`src/rtl/countdown_timer_if.sv`:
```
// Control/preset/display bundle for countdown_timer.
interface countdown_timer_if;
    logic       load_pulse;
    logic       start_pulse;
    logic       stop_pulse;
    logic [3:0] preset_min;
    logic [2:0] preset_sec_tens;
    logic [3:0] preset_sec_ones;
    logic [3:0] preset_tenths;
    logic [3:0] minutes;
    logic [2:0] sec_tens;
    logic [3:0] sec_ones;
    logic [3:0] tenths;
    logic       running;
    logic       expired;
    logic       alarm;

    modport master (
        output load_pulse, start_pulse, stop_pulse,
        output preset_min, preset_sec_tens, preset_sec_ones, preset_tenths,
        input  minutes, sec_tens, sec_ones, tenths, running, expired, alarm
    );

    modport slave (
        input  load_pulse, start_pulse, stop_pulse,
        input  preset_min, preset_sec_tens, preset_sec_ones, preset_tenths,
        output minutes, sec_tens, sec_ones, tenths, running, expired, alarm
    );
endinterface

```
`src/rtl/countdown_timer.sv`:
```
// BCD M:SS.T countdown timer with IDLE/RUN/PAUSE/DONE control.
// Optional alarm blinking in DONE is enabled by defining COUNTDOWN_ALARM_BLINK_EN.
module countdown_timer #(
    parameter int unsigned TICKS_PER_TENTH = 5000000,
    parameter int unsigned BLINK_TENTHS    = 5
) (
    input  logic             CLOCK_50,
    input  logic             resetn,
    countdown_timer_if.slave tmr
);
    localparam int unsigned PreW = (TICKS_PER_TENTH > 1) ? $clog2(TICKS_PER_TENTH) : 1;
    localparam logic [PreW-1:0] PreLast = PreW'(TICKS_PER_TENTH - 1);

    typedef enum logic [1:0] {IDLE, RUN, PAUSE, DONE} state_t;

    state_t          state, stateNxt;
    logic [3:0]      minReg, minNxt, decMin, clMin;
    logic [2:0]      secTensReg, secTensNxt, decSecTens, clSecTens;
    logic [3:0]      secOnesReg, secOnesNxt, decSecOnes, clSecOnes;
    logic [3:0]      tenthsReg, tenthsNxt, decTenths, clTenths;
    logic [PreW-1:0] preCnt, preNxt;
    logic            runningReg, expiredReg;
    logic            firstEdge, prevLoad, prevStart, prevStop;
    logic            loadP, startP, stopP, doLoad, doStart, doStop;
    logic            isZero, decZero, tick;

    // A pulse already high during reset (sampled by the unreset flops) is dropped on the first edge.
    always_ff @(posedge CLOCK_50) begin
        prevLoad  <= tmr.load_pulse;
        prevStart <= tmr.start_pulse;
        prevStop  <= tmr.stop_pulse;
    end

    assign loadP   = tmr.load_pulse  & ~(firstEdge & prevLoad);
    assign startP  = tmr.start_pulse & ~(firstEdge & prevStart);
    assign stopP   = tmr.stop_pulse  & ~(firstEdge & prevStop);
    assign doStop  = stopP;
    assign doLoad  = loadP & ~stopP;
    assign doStart = startP & ~stopP & ~loadP;

    assign clMin     = (tmr.preset_min      > 4'd9) ? 4'd9 : tmr.preset_min;
    assign clSecTens = (tmr.preset_sec_tens > 3'd5) ? 3'd5 : tmr.preset_sec_tens;
    assign clSecOnes = (tmr.preset_sec_ones > 4'd9) ? 4'd9 : tmr.preset_sec_ones;
    assign clTenths  = (tmr.preset_tenths   > 4'd9) ? 4'd9 : tmr.preset_tenths;

    assign isZero  = (minReg == '0) && (secTensReg == '0) && (secOnesReg == '0) && (tenthsReg == '0);
    assign decZero = (decMin == '0) && (decSecTens == '0) && (decSecOnes == '0) && (decTenths == '0);
    assign tick    = (preCnt == PreLast);

    always_comb begin
        decMin     = minReg;
        decSecTens = secTensReg;
        decSecOnes = secOnesReg;
        decTenths  = tenthsReg;
        if (tenthsReg != '0) begin
            decTenths = tenthsReg - 4'd1;
        end else begin
            decTenths = 4'd9;
            if (secOnesReg != '0) begin
                decSecOnes = secOnesReg - 4'd1;
            end else begin
                decSecOnes = 4'd9;
                if (secTensReg != '0) begin
                    decSecTens = secTensReg - 3'd1;
                end else begin
                    decSecTens = 3'd5;
                    decMin     = minReg - 4'd1;
                end
            end
        end
    end

    always_comb begin
        stateNxt   = state;
        minNxt     = minReg;
        secTensNxt = secTensReg;
        secOnesNxt = secOnesReg;
        tenthsNxt  = tenthsReg;
        preNxt     = preCnt;
        unique case (state)
            IDLE: begin
                if (doStop) begin
                    {minNxt, secTensNxt, secOnesNxt, tenthsNxt} = '0;
                end else if (doLoad) begin
                    {minNxt, secTensNxt, secOnesNxt, tenthsNxt} = {clMin, clSecTens, clSecOnes, clTenths};
                end else if (doStart && !isZero) begin
                    stateNxt = RUN;
                    preNxt   = '0;
                end
            end
            RUN: begin
                if (doStop) begin
                    stateNxt = PAUSE;
                end else if (tick) begin
                    preNxt = '0;
                    if (!isZero) begin
                        {minNxt, secTensNxt, secOnesNxt, tenthsNxt} = {decMin, decSecTens, decSecOnes, decTenths};
                    end
                    if (isZero || decZero) stateNxt = DONE;
                end else begin
                    preNxt = preCnt + 1'b1;
                end
            end
            PAUSE: begin
                if (doStop) begin
                    stateNxt = IDLE;
                    {minNxt, secTensNxt, secOnesNxt, tenthsNxt} = '0;
                end else if (doLoad) begin
                    stateNxt = IDLE;
                    {minNxt, secTensNxt, secOnesNxt, tenthsNxt} = {clMin, clSecTens, clSecOnes, clTenths};
                end else if (doStart) begin
                    stateNxt = RUN;
                    preNxt   = '0;
                end
            end
            DONE: begin
                if (doStop) begin
                    stateNxt = IDLE;
                end else if (doLoad) begin
                    stateNxt = IDLE;
                    {minNxt, secTensNxt, secOnesNxt, tenthsNxt} = {clMin, clSecTens, clSecOnes, clTenths};
                end
`ifdef COUNTDOWN_ALARM_BLINK_EN
                else begin
                    preNxt = tick ? '0 : preCnt + 1'b1;
                end
`endif
            end
            default: stateNxt = IDLE;
        endcase
    end

    always_ff @(posedge CLOCK_50 or negedge resetn) begin
        if (!resetn) begin
            state      <= IDLE;
            minReg     <= '0;
            secTensReg <= '0;
            secOnesReg <= '0;
            tenthsReg  <= '0;
            preCnt     <= '0;
            runningReg <= 1'b0;
            expiredReg <= 1'b0;
            firstEdge  <= 1'b1;
        end else begin
            state      <= stateNxt;
            minReg     <= minNxt;
            secTensReg <= secTensNxt;
            secOnesReg <= secOnesNxt;
            tenthsReg  <= tenthsNxt;
            preCnt     <= preNxt;
            runningReg <= (stateNxt == RUN);
            expiredReg <= (stateNxt == DONE);
            firstEdge  <= 1'b0;
        end
    end

`ifdef COUNTDOWN_ALARM_BLINK_EN
    localparam int unsigned BlinkW = (BLINK_TENTHS > 1) ? $clog2(BLINK_TENTHS) : 1;
    localparam logic [BlinkW-1:0] BlinkLast = BlinkW'(BLINK_TENTHS - 1);

    logic [BlinkW-1:0] blinkCnt, blinkNxt;
    logic              alarmReg, alarmNxt;

    always_comb begin
        blinkNxt = blinkCnt;
        alarmNxt = alarmReg;
        if (stateNxt != DONE) begin
            blinkNxt = '0;
            alarmNxt = 1'b0;
        end else if (state != DONE) begin
            blinkNxt = '0;
            alarmNxt = 1'b1;
        end else if (tick) begin
            if (blinkCnt == BlinkLast) begin
                blinkNxt = '0;
                alarmNxt = ~alarmReg;
            end else begin
                blinkNxt = blinkCnt + 1'b1;
            end
        end
    end

    always_ff @(posedge CLOCK_50 or negedge resetn) begin
        if (!resetn) begin
            blinkCnt <= '0;
            alarmReg <= 1'b0;
        end else begin
            blinkCnt <= blinkNxt;
            alarmReg <= alarmNxt;
        end
    end

    assign tmr.alarm = alarmReg;
`else
    assign tmr.alarm = expiredReg;
`endif

    assign tmr.minutes  = minReg;
    assign tmr.sec_tens = secTensReg;
    assign tmr.sec_ones = secOnesReg;
    assign tmr.tenths   = tenthsReg;
    assign tmr.running  = runningReg;
    assign tmr.expired  = expiredReg;
endmodule

```
`src/flat_wrapper.sv`:
```
// flat-port wrapper written by rule: the top's interface ports become plain ports
module countdown_timer_flat 
#(
    parameter int unsigned TICKS_PER_TENTH = 5000000,
    parameter int unsigned BLINK_TENTHS    = 5
)
  (CLOCK_50, resetn, tmr_load_pulse, tmr_start_pulse, tmr_stop_pulse, tmr_preset_min, tmr_preset_sec_tens, tmr_preset_sec_ones, tmr_preset_tenths, tmr_minutes, tmr_sec_tens, tmr_sec_ones, tmr_tenths, tmr_running, tmr_expired, tmr_alarm);
  countdown_timer_if tmr_i ();
  input  logic CLOCK_50;
  input  logic resetn;
  input wire logic [$bits(tmr_i.load_pulse)-1:0] tmr_load_pulse;
  input wire logic [$bits(tmr_i.start_pulse)-1:0] tmr_start_pulse;
  input wire logic [$bits(tmr_i.stop_pulse)-1:0] tmr_stop_pulse;
  input wire logic [$bits(tmr_i.preset_min)-1:0] tmr_preset_min;
  input wire logic [$bits(tmr_i.preset_sec_tens)-1:0] tmr_preset_sec_tens;
  input wire logic [$bits(tmr_i.preset_sec_ones)-1:0] tmr_preset_sec_ones;
  input wire logic [$bits(tmr_i.preset_tenths)-1:0] tmr_preset_tenths;
  output wire logic [$bits(tmr_i.minutes)-1:0] tmr_minutes;
  output wire logic [$bits(tmr_i.sec_tens)-1:0] tmr_sec_tens;
  output wire logic [$bits(tmr_i.sec_ones)-1:0] tmr_sec_ones;
  output wire logic [$bits(tmr_i.tenths)-1:0] tmr_tenths;
  output wire logic [$bits(tmr_i.running)-1:0] tmr_running;
  output wire logic [$bits(tmr_i.expired)-1:0] tmr_expired;
  output wire logic [$bits(tmr_i.alarm)-1:0] tmr_alarm;
  assign tmr_i.load_pulse = tmr_load_pulse;
  assign tmr_i.start_pulse = tmr_start_pulse;
  assign tmr_i.stop_pulse = tmr_stop_pulse;
  assign tmr_i.preset_min = tmr_preset_min;
  assign tmr_i.preset_sec_tens = tmr_preset_sec_tens;
  assign tmr_i.preset_sec_ones = tmr_preset_sec_ones;
  assign tmr_i.preset_tenths = tmr_preset_tenths;
  assign tmr_minutes = tmr_i.minutes;
  assign tmr_sec_tens = tmr_i.sec_tens;
  assign tmr_sec_ones = tmr_i.sec_ones;
  assign tmr_tenths = tmr_i.tenths;
  assign tmr_running = tmr_i.running;
  assign tmr_expired = tmr_i.expired;
  assign tmr_alarm = tmr_i.alarm;
  countdown_timer #(.TICKS_PER_TENTH(TICKS_PER_TENTH), .BLINK_TENTHS(BLINK_TENTHS)) u_core (.CLOCK_50(CLOCK_50), .resetn(resetn), .tmr(tmr_i));
endmodule
```
`config.mk`:
```
export PLATFORM = sky130hd
export DESIGN_NAME = countdown_timer_flat
export DESIGN_NICKNAME = d
export VERILOG_FILES = /design/src/rtl/countdown_timer_if.sv /design/src/rtl/countdown_timer.sv /design/src/flat_wrapper.sv
export SDC_FILE = /design/constraint.sdc
export NUM_CORES = 1
export LEC_CHECK = 0
export ABC_AREA = 1
export BUFFER_PORTS_ARGS = -buffer_cell sky130_fd_sc_hd__buf_2
export CORE_MARGIN = 2
export CORE_UTILIZATION = 40
export CTS_BUF_LIST = sky130_fd_sc_hd__clkbuf_4 sky130_fd_sc_hd__clkbuf_8 sky130_fd_sc_hd__clkbuf_16
export DETAILED_ROUTE_END_ITERATION = 10
export GPL_TIMING_DRIVEN = 0
export PLACE_DENSITY = 0.72
export SLEW_MARGIN = 20
export SYNTH_ARGS = -nofsm -noshare
export SYNTH_HDL_FRONTEND = slang
export SYNTH_SLANG_ARGS = --single-unit
export TNS_END_PERCENT = 1
```
`constraint.sdc`:
```
create_clock -name CLOCK_50 -period 1.95 [get_ports CLOCK_50]
set_input_delay 0.39 -clock CLOCK_50 [delete_from_list [all_inputs] [get_ports CLOCK_50]]
set_output_delay 0.39 -clock CLOCK_50 [all_outputs]
set_load 0.005 [all_outputs]
```
==> results.txt <==
----------------------------------------------------
[Global routing]
  Overall routing resource usage ... 18.67%
  Number of global-route vias before repair ... 2679
  Total congestion overflow after global routing ... 0
  Number of antenna violations at the first check in global routing ... 0
  First-pass GRT wire length ... 12590 um
  Maximum number of pins on one net before global-route repair ... 44

[Finish]
  Multi-input logic area ... 1708 um^2
  Layout area overhead ... 25.08%
  Layout cell share with drive strength beyond 1 ... 30.26%
  Final instance area ... 3719 um^2
  Commonest cells after routing, fill and taps aside ... 83 x nand2_1, 48 x inv_1, 39 x dfrtp_1
  Diode count ... 0
  Final-stage net count ... 487
  Fillcell total ... 717
  Most common cell after layout, fill and taps aside ... nand2_1
  Sequential standard cell area ... 1141 um^2
  Number of standard cells in the final layout excluding fillers ... 565

[Synth]
  Biggest area consumer among synthesized cells ... dfrtp_1
  Sequential area share after synthesis ... 38.26%
  Fraction of post-synthesis cell area in the top cell type by area ... 35.35%
  Count of synthesis-stage warnings from yosys ... 0
  Post-synthesis sequential element count ... 46
  Combined area of all synthesized cells ... 2973 um^2
  Post-synthesis net count ... 421
  Top post-synthesis cells by area ... dfrtp_1 35%, nand2_1 12%, inv_1 6.6%
  Post-synthesis compound-gate area fraction ... 16.75%
  Yosys cell types ... 46
  Post-synthesis share of cell area spent on xor and xnor gates ... 1.768%
  Simple-gate area share of the yosys netlist ... 33.38%
  Avg Inst Size Synth ... 7.451 um^2
  Post-synthesis mux area share ... 0%
  Synthesized instance count ... 399
  Fraction of the mapped netlist area in adder cells ... 0.8418%
  Main combinational cell family by area after synthesis ... simple AND/OR/NAND/NOR gates

[Clock network]
  CTS sink cnt ... 46
  Deepest clock path buffer count ... 2
  Number of buffers created by CTS ... 5
  TritonCTS clock tree ... yes
  Clock insertion delay at the later pin of the skew report ... 0.31 ns
  H-tree level count ... 2
  Root Buffer ... clkbuf_8
  Clock-pin slew on the worst setup and hold paths ... 0.10 ns
  Hold-fix buffer count after cts ... 0

[Outcome]
  Violations in the final reports ... negative setup slack
  Result of the run ... finished with violations

[Worst setup path]
  Endpoint of the worst-slack reg-to-reg timing path ... u_core.preCnt[16]
  Critical path buffers and inverters ... 1
  Data required time at the worst endpoint ... 2.12 ns
  Longest individual stage delay on the worst path ... 0.46 ns
  Reg-to-reg slack, setup ... -0.05 ns
  Critical-path cell list ... ha_2, nand3_2, inv_1, nand2_2, nor2_2, nand2_2, nor2_4, nand2_1, o41ai_1, a31oi_1
  CP most frequent cell ... nand2_2
  Signal arrival time at the worst endpoint ... 2.17 ns
  Worst Reg2Reg Path Length in Cells ... 10
  Max Fanout on Critical Path ... 3
  Startpoint kind of the worst setup timing path ... flop
  Slowest stage cell on the critical path ... o41ai_1
  Category of the critical setup timing path ... flop to flop
  CP delay by family, top ... simple AND/OR/NAND/NOR gates
  Crit. path cell count ... 10
  Endpoint kind of the worst setup timing path ... flop
  Worst reg2reg path startpoint ... u_core.preCnt[0]

[STA]
  Unrepaired setup endpoints after global routing ... yes
  Relative slew slack ... 63.43%
  Slew at the pin with the worst max-slew slack ... 0.5485 ns
  Final Hold Fails ... 0
  Crit share post-route ... 102.7%
  Count of pins over their slew limit ... 0
  Clock period minus worst slack ... 2.002 ns
  Maximum clock frequency ... 499.6 MHz
  Setup Skew ... 0.01197 ns
  Worst hold slack ... 0.03945 ns
  Worst path setup slack after routing ... -0.05171 ns
  Number of failing setup endpoints in the final timing report ... 10

[Floorplanning]
  Initial standard-cell utilization of the core ... 41.21%
  Boundary pin count ... 38
  Floorplan die area ... 8138 um^2
  Die extent in y ... 90.21 um
  Number of cell rows ... 31
  Placeable core region ... 7214 um^2
  Die width ... 90.21 um

[Route]
  Sum of routed wire length over all layers ... 7934 um
  Drt drc ... 0
  WL per Instance ... 14.04 um
  Router iterations before antenna repair ... 6
  Count of vias placed by the detailed router ... 3041
  Detailed Route Iter0 Violations ... 209
  Per-cell via count in the routed design ... 5.382
  Antenna-violating nets left ... 0

[Flow run]
  # Max-Cap Violations ... 0

[Power]
  Pwr Total ... 4.750 mW
  Power density normalized to cell area ... 1277 nW/um^2
  Largest voltage drop on the vdd net ... 0.6290 mV
  Lkg Pwr ... 1.763 nW

[Place]
  # placed instances ... 535
  Routability cong. ... 0.9562
  Sum of net half-perimeters after detailed placement ... 5444 um
  Placement Cell Area ... 3282 um^2
  Quantity of I/O buffers inserted on ports ... 37

[Hold path]
  Hold crit path type ... input port to async pin

----------------------------------------------------
## where the power goes
part / switching [mW] / total [mW] / leakage, nW / internal [mW]
registers: 0.187 / 1.31 / 0.603 / 1.12
clock network: 0.361 / 0.752 / 0.0563 / 0.391
logic: 1.67 / 2.69 / 1.10 / 1.03
## per-layer routing
metal | global-route usage, % | wire length (um) | up-vias
met5 | 0 | 0 | -
met1 | 26.66 | 3546 | 1438
li1 | - | - | 1458
met2 | 29.51 | 3758 | 127
met3 | 2.598 | 491 | 18
met4 | 5.513 | 137 | 0
## registers in the layout, indices dropped and copies added (netlist names)
register             flops
u_core.prevStart         1
u_core.firstEdge         1
u_core.tmr.running       1
u_core.tmr.alarm         1
u_core.tmr.minutes       4
u_core.prevLoad          1
u_core.tmr.sec_ones      4
u_core.tmr.tenths        4
u_core.prevStop          1
u_core.state             2
u_core.preCnt           23
u_core.tmr.sec_tens      3
## cells by family after synthesis
group,Yosys count
other,1
DFF,46
AOI/OAI and AO/OA,82
xor gates and xnor gates,6
adders and majority gates,2
and+or+nand+nor,198
buffers and inverters,64
## synthesized netlist by cell type, drive strengths merged
master	number
o32ai	2
a2bb2oi	3
nand4	10
nand2	101
nor4	3
a21oi	21
dfstp	1
o41ai	1
a32oi	3
o211ai	2
o31ai	1
a31oi	4
clkbuf	1
nand3	23
o22ai	7
o21ai	33
nor3	13
xnor2	4
buf	6
dfrtp	42
o21a	4
or2	1
conb	1
o32a	1
dfxtp	3
inv	57
ha	2
nor2	47
xor2	2
## per-stage QoR
step | util [%] | setup TNS, ns | worst slack [ns]
3_3_place_gp | 45.49 | -3.052 | -0.2652
6_report | 51.54 | -0.3295 | -0.05171
4_1_cts | 48.91 | -0.1412 | -0.02677
3_5_place_dp | 45.49 | -3.605 | -0.2727
2_1_floorplan | - | 0 | 0.1002
5_1_grt | 51.54 | -3.278 | -0.1897
## final cells by class
class	count	share of cell area (%)
Inverter	57	5.754
Clock inverter	3	1.312
Sequential cell	46	30.69
Tap cell	99	3.331
Timing Repair Buffer	59	9.589
Clock buffer	5	1.851
Buffer	7	1.548
Multi-Input combinational cell	289	45.93
## what timing repair did
action / 4_1_cts / 5_1_grt
setup buffers: 11 / 11
resized for setup: 15 / 38
endpoints found under the setup margin: 37 / 40
pin swaps: 11 / 15
## worst max path at each step
stage,start,endpoint,slack [ns]
finish,u_core.preCnt[0],u_core.preCnt[16],-0.05
detailed placement,u_core.firstEdge,u_core.tmr.sec_tens[0],-0.27
global placement,u_core.firstEdge,u_core.tmr.sec_tens[0],-0.27
global route,u_core.preCnt[0],u_core.preCnt[22],-0.19
CTS,u_core.tmr.tenths[2],u_core.tmr.sec_ones[2],-0.03
floorplan,u_core.preCnt[0],u_core.preCnt[22],0.10
Power figures use the tool's default switching activity.
